### src/rtl/predict_update_ctrl.sv
// Write-port controller for the branch prediction cache: queues resolved
// branches, updates their 2-bit control bits and runs a full-cache flush.
module predict_update_ctrl #(
  parameter int unsigned FIFO_DEPTH = 4,
  parameter int unsigned LINE_BITS  = 7
) (
  input  logic        Clk,
  input  logic        Rst,
  input  logic        Upd_Valid,
  output logic        Upd_Ready,
  input  logic [31:0] Upd_PC,
  input  logic [31:0] Upd_Target,
  input  logic        Upd_Taken,
  input  logic        Upd_Hit,
  input  logic [1:0]  Upd_OldCB,
  input  logic        Flush_Req,
  output logic        Flush_Busy,
  output logic        Cache_WE,
  output logic [31:0] Cache_WAddr,
  output logic [31:0] Cache_Data,
  output logic [1:0]  Cache_CB
);

  localparam int unsigned AW = $clog2(FIFO_DEPTH);
  localparam int unsigned PW = AW + 1;

  typedef enum logic [0:0] {
    IDLE  = 1'b0,
    FLUSH = 1'b1
  } state_t;

  state_t state, state_nxt;

  logic [31:0]    q_pc  [FIFO_DEPTH];
  logic [31:0]    q_tgt [FIFO_DEPTH];
  logic [1:0]     q_cb  [FIFO_DEPTH];
  logic [PW-1:0]  wptr, rptr;
  logic [LINE_BITS-1:0] idx;

  logic fifo_empty, fifo_full;
  logic accept, keep, push, pop, flush_start, last_idx;
  logic [1:0] new_cb;

  assign fifo_empty = (wptr == rptr);
  assign fifo_full  = (wptr[AW-1:0] == rptr[AW-1:0]) && (wptr[AW] != rptr[AW]);

  assign Upd_Ready   = (state == IDLE) && !fifo_full;
  assign accept      = Upd_Valid && Upd_Ready;
  assign keep        = Upd_Hit || Upd_Taken;
  assign flush_start = (state == IDLE) && Flush_Req;
  assign push        = accept && keep && !Flush_Req;
  assign pop         = (state == IDLE) && !fifo_empty && !Flush_Req;
  assign last_idx    = (idx == '1);

  // Saturating 2-bit counter; a first-time taken branch enters weakly taken.
  always_comb begin
    new_cb = 2'b10;
    if (Upd_Hit) begin
      if (Upd_Taken)
        new_cb = (Upd_OldCB == 2'b11) ? 2'b11 : Upd_OldCB + 2'b01;
      else
        new_cb = (Upd_OldCB == 2'b00) ? 2'b00 : Upd_OldCB - 2'b01;
    end
  end

  always_ff @(posedge Clk or negedge Rst) begin
    if (!Rst) state <= IDLE;
    else      state <= state_nxt;
  end

  always_comb begin
    state_nxt = state;
    case (state)
      IDLE:    if (Flush_Req) state_nxt = FLUSH;
      FLUSH:   if (last_idx)  state_nxt = IDLE;
      default: state_nxt = IDLE;
    endcase
  end

  always_ff @(posedge Clk) begin
    if (push) begin
      q_pc[wptr[AW-1:0]]  <= Upd_PC;
      q_tgt[wptr[AW-1:0]] <= Upd_Target;
      q_cb[wptr[AW-1:0]]  <= new_cb;
    end
  end

  always_ff @(posedge Clk or negedge Rst) begin
    if (!Rst) begin
      wptr <= '0;
      rptr <= '0;
    end else if (flush_start) begin
      wptr <= '0;
      rptr <= '0;
    end else begin
      if (push) wptr <= wptr + PW'(1);
      if (pop)  rptr <= rptr + PW'(1);
    end
  end

  // Address/data/CB hold their last value whenever no write is issued.
  always_ff @(posedge Clk or negedge Rst) begin
    if (!Rst) begin
      Cache_WE    <= 1'b0;
      Cache_WAddr <= '0;
      Cache_Data  <= '0;
      Cache_CB    <= '0;
      Flush_Busy  <= 1'b0;
      idx         <= '0;
    end else begin
      Flush_Busy <= (state_nxt == FLUSH);
      if (state == FLUSH) begin
        Cache_WE    <= 1'b1;
        Cache_WAddr <= {{(32-LINE_BITS){1'b0}}, idx};
        Cache_Data  <= '0;
        Cache_CB    <= 2'b00;
        idx         <= last_idx ? '0 : idx + LINE_BITS'(1);
      end else if (pop) begin
        Cache_WE    <= 1'b1;
        Cache_WAddr <= q_pc[rptr[AW-1:0]];
        Cache_Data  <= q_tgt[rptr[AW-1:0]];
        Cache_CB    <= q_cb[rptr[AW-1:0]];
      end else begin
        Cache_WE    <= 1'b0;
      end
    end
  end

endmodule

### config.mk
export PLATFORM = sky130hd
export DESIGN_NAME = predict_update_ctrl
export DESIGN_NICKNAME = d
export VERILOG_FILES = /design/src/rtl/predict_update_ctrl.sv
export SDC_FILE = /design/constraint.sdc
export NUM_CORES = 1
export LEC_CHECK = 0
export BUFFER_PORTS_ARGS = -buffer_cell sky130_fd_sc_hd__buf_2
export CAP_MARGIN = 20
export CORE_ASPECT_RATIO = 1.1
export CORE_MARGIN = 1
export CORE_UTILIZATION = 35
export CTS_BUF_LIST = sky130_fd_sc_hd__clkbuf_16
export CTS_CLUSTER_SIZE = 16
export DETAILED_ROUTE_END_ITERATION = 16
export HOLD_SLACK_MARGIN = 0.08
export PLACE_DENSITY_LB_ADDON = 0.2
export SYNTH_ARGS = -nofsm -noshare
export SYNTH_HDL_FRONTEND = slang
export SYNTH_SLANG_ARGS = --single-unit
### constraint.sdc
create_clock -name Clk -period 8.1 [get_ports Clk]
set_clock_uncertainty 0.1 [all_clocks]
set_input_delay 0.405 -clock Clk [delete_from_list [all_inputs] [get_ports Clk]]
set_output_delay 0.405 -clock Clk [all_outputs]
set_load 0.02 [all_outputs]
==> reports/metrics.yaml <==
run_status:
  outcome: "finished, final reports clean"
critical_path:
  required_ns: 8.14
  cp.arrival_ns: 3.27
  cp-start-kind: "flop"
  regToRegStartpoint: "rptr[0]$_DFFE_PN0P_"
  crit_path_start: "rptr[0]$_DFFE_PN0P_"
  cp_max_fo: 34
  crit_type: "flop to flop"
  cp-end-kind: "flop"
clock_network:
  postCtsHoldBufs: 65
  cts_root_buf: "clkbuf_16"
  cts_setup_buffers: 0
  cts_buffer_depth: 3
  cts_tree: "built"
  cts_resized: 0
  clock_latency_ns: 0.51
  cts_buffers: 37
  htree_levels: 2
  clk_pin_slew_ns: 0.06
  cts_sinks: 345
layout:
  final_design_area_no_fill_um2: 16100
  seqCellArea_um2: 9970
  diodes: 0
  multi_input_area_um2: 2870
  nFillCells: 3252
  fin_util: 0.442
  syn2layout_area_growth_pct: 23.3
  drive_gt1_frac: 0.289
  instances_no_fill: 1448
  nNetsFinal: 1010
hold_path:
  hp-class: "input port to flop"
  hold_start: "Flush_Req"
yosys:
  syn_area_um2: 13100
  async_reset_ff_frac: 0.235
  post-synth-top-count-cell: "edfxtp_1"
  dominantRegCellSynth: "edfxtp_1"
  yosysSeqAreaShare: 0.763
  synth-edff-count: 264
  netlist_top_cells_area: "edfxtp_1, dfrtp_1, mux4_2"
  yosysWarnings: 0
  synth_cells: 720
  yosysUniqueCellTypes: 32
  syn_area_per_cell_um2: 18.1
  ys_top_cells_by_count: "edfxtp_1, nand2_1, dfrtp_1"
  synth_top_area_share: 0.607
  syn_nets: 798
  synth_area_leader_cell: "edfxtp_1"
  synth_seq_cells: 345
place:
  hpwl_um: 15200
  finalWeightedCongestion: 0.683
  dp.cells: 1314
  placed_area_um2: 14200
  place.port_buffers: 140
sta:
  tightest_slew_ns: 1.08
  fin_setup_tns_ns: 0
  worst_slew_margin_rel: 0.283
  setup_viol: 0
  hold_viol_final: 0
  max_freq_ghz: 0.310
  rsz0062_at_grt: "false"
  holdWs_ns: 0.207
  finalCriticalPeriod_ns: 3.23
  min_period_over_period: 0.398
  final_max_slew_viol_count: 0
power:
  ir_worst_vdd_mv: 0.124
  p_leak_uw: 0.00580
  p_per_area_nw_per_um2: 249
global_routing:
  grt_pass1_wl_um: 43100
  grt_max_degree: 69
  grt_pass1_vias: 7428
  grt_usage: 0.151
  grt_antenna_before_repair: 0
  grt-ovfl-total: 0
detailed_routing:
  drt_iter0_markers: 400
  first_pass_iters: 5
  antenna_left: 0
  wl_um: 27200
  avgRoutedWirePerCell_um: 18.8
  drc: 0
  vias_per_cell: 4.75
  dr_total_vias: 6877
floorplanning:
  dieWidth_um: 186
  die-area_um2: 38100
  ioPinCount: 141
  rows: 73
  die_h_um: 205
  core_um2: 36400
  start_util: 0.358
run:
  cap_viol_max_count: 0
==> power by group <==
part	switching, uW	internal, uW	leakage [uW]
Clock	658	995	0.000633
Sequential	54.9	1950	0.00346
Combinational	193	162	0.00170
==> stage by stage <==
stage	power [uW]	setup slack, ns
floorplan	2260	4.65
global placement	2380	4.76
detailed placement	2380	4.71
CTS	4070	4.71
global route	4180	4.54
finish	4010	4.87
==> flip-flops by register name, indices dropped and copies added (netlist names), 2 cells and up <==
register and count:
q_cb 8, Cache_CB 2, wptr 3, rptr 3
q_tgt 128, idx 7, Cache_WAddr 32, Cache_Data 32
q_pc 128
==> logic make-up (layout without fill, tap and decap cells) <==
family,Yosys count,count (layout),synth area share
buf+inv,44,285,0.0194
compound gates,84,84,0.0357
flops,345,345,0.763
fa+ha+maj,6,6,0.00575
xor+xnor,9,9,0.00719
mux,76,76,0.122
simple gates,156,156,0.0476
==> routing by layer <==
metal | up-vias | GRT usage | share of wire
li1 | 3180 | - | -
met2 | 174 | 0.250 | 0.49
met3 | 40 | 0.0316 | 0.063
met5 | - | 0 | 0
met1 | 3483 | 0.201 | 0.43
met4 | 0 | 0.0386 | 0.015
==> final timing paths <==
kind / endpoint / slack (ns) / cells past startpoint
max: q_pc[3][0]$_DFFE_PP_ / 4.87 / 4
min: Flush_Busy$_DFF_PN0_ / 0.21 / 3
max reg2reg: q_pc[3][0]$_DFFE_PP_ / 4.87 / 4
min reg2reg: idx[6]$_DFFE_PN0P_ / 0.40 / 1
max in group asynchronous: rptr[1]$_DFFE_PN0P_ / 6.35 / 3
min in group asynchronous: Cache_WAddr[26]$_DFFE_PN0P_ / 0.23 / 2
==> layout make-up <==
class	instances	area share
repair buffers	213	0.0891
multi-input cells	331	0.178
clock buffers	39	0.0606
inverters	4	0.000933
flip-flops and latches	345	0.619
clock inverters	29	0.0139
well taps	487	0.0379
==> worst max-delay path: stages, from the launching register on <==
cell and delay (ns):
dfrtp_4 0.88, xnor2_2 0.25, a311oi_4 0.48, and2_4 0.58, buf_4 0.56
==> cells in the final DEF, fill, tap and decap left out, drive strengths merged <==
master       instances
a21oi               63
a22o                 1
a311oi               1
a31o                 2
a31oi                2
and2                 5
buf                148
bufinv               4
clkbuf              39
clkinv              12
dfrtp               81
dlygate4sd3         65
edfxtp             264
ha                   6
inv                 17
mux2                 1
mux2i                9
mux4                66
nand2              137
nand2b               1
nand3                2
nand4                3
nor2                 7
o21ai               13
o21bai               1
o22ai                1
or3b                 1
xnor2                6
xor2                 3
(Power assumes the default switching activity.)
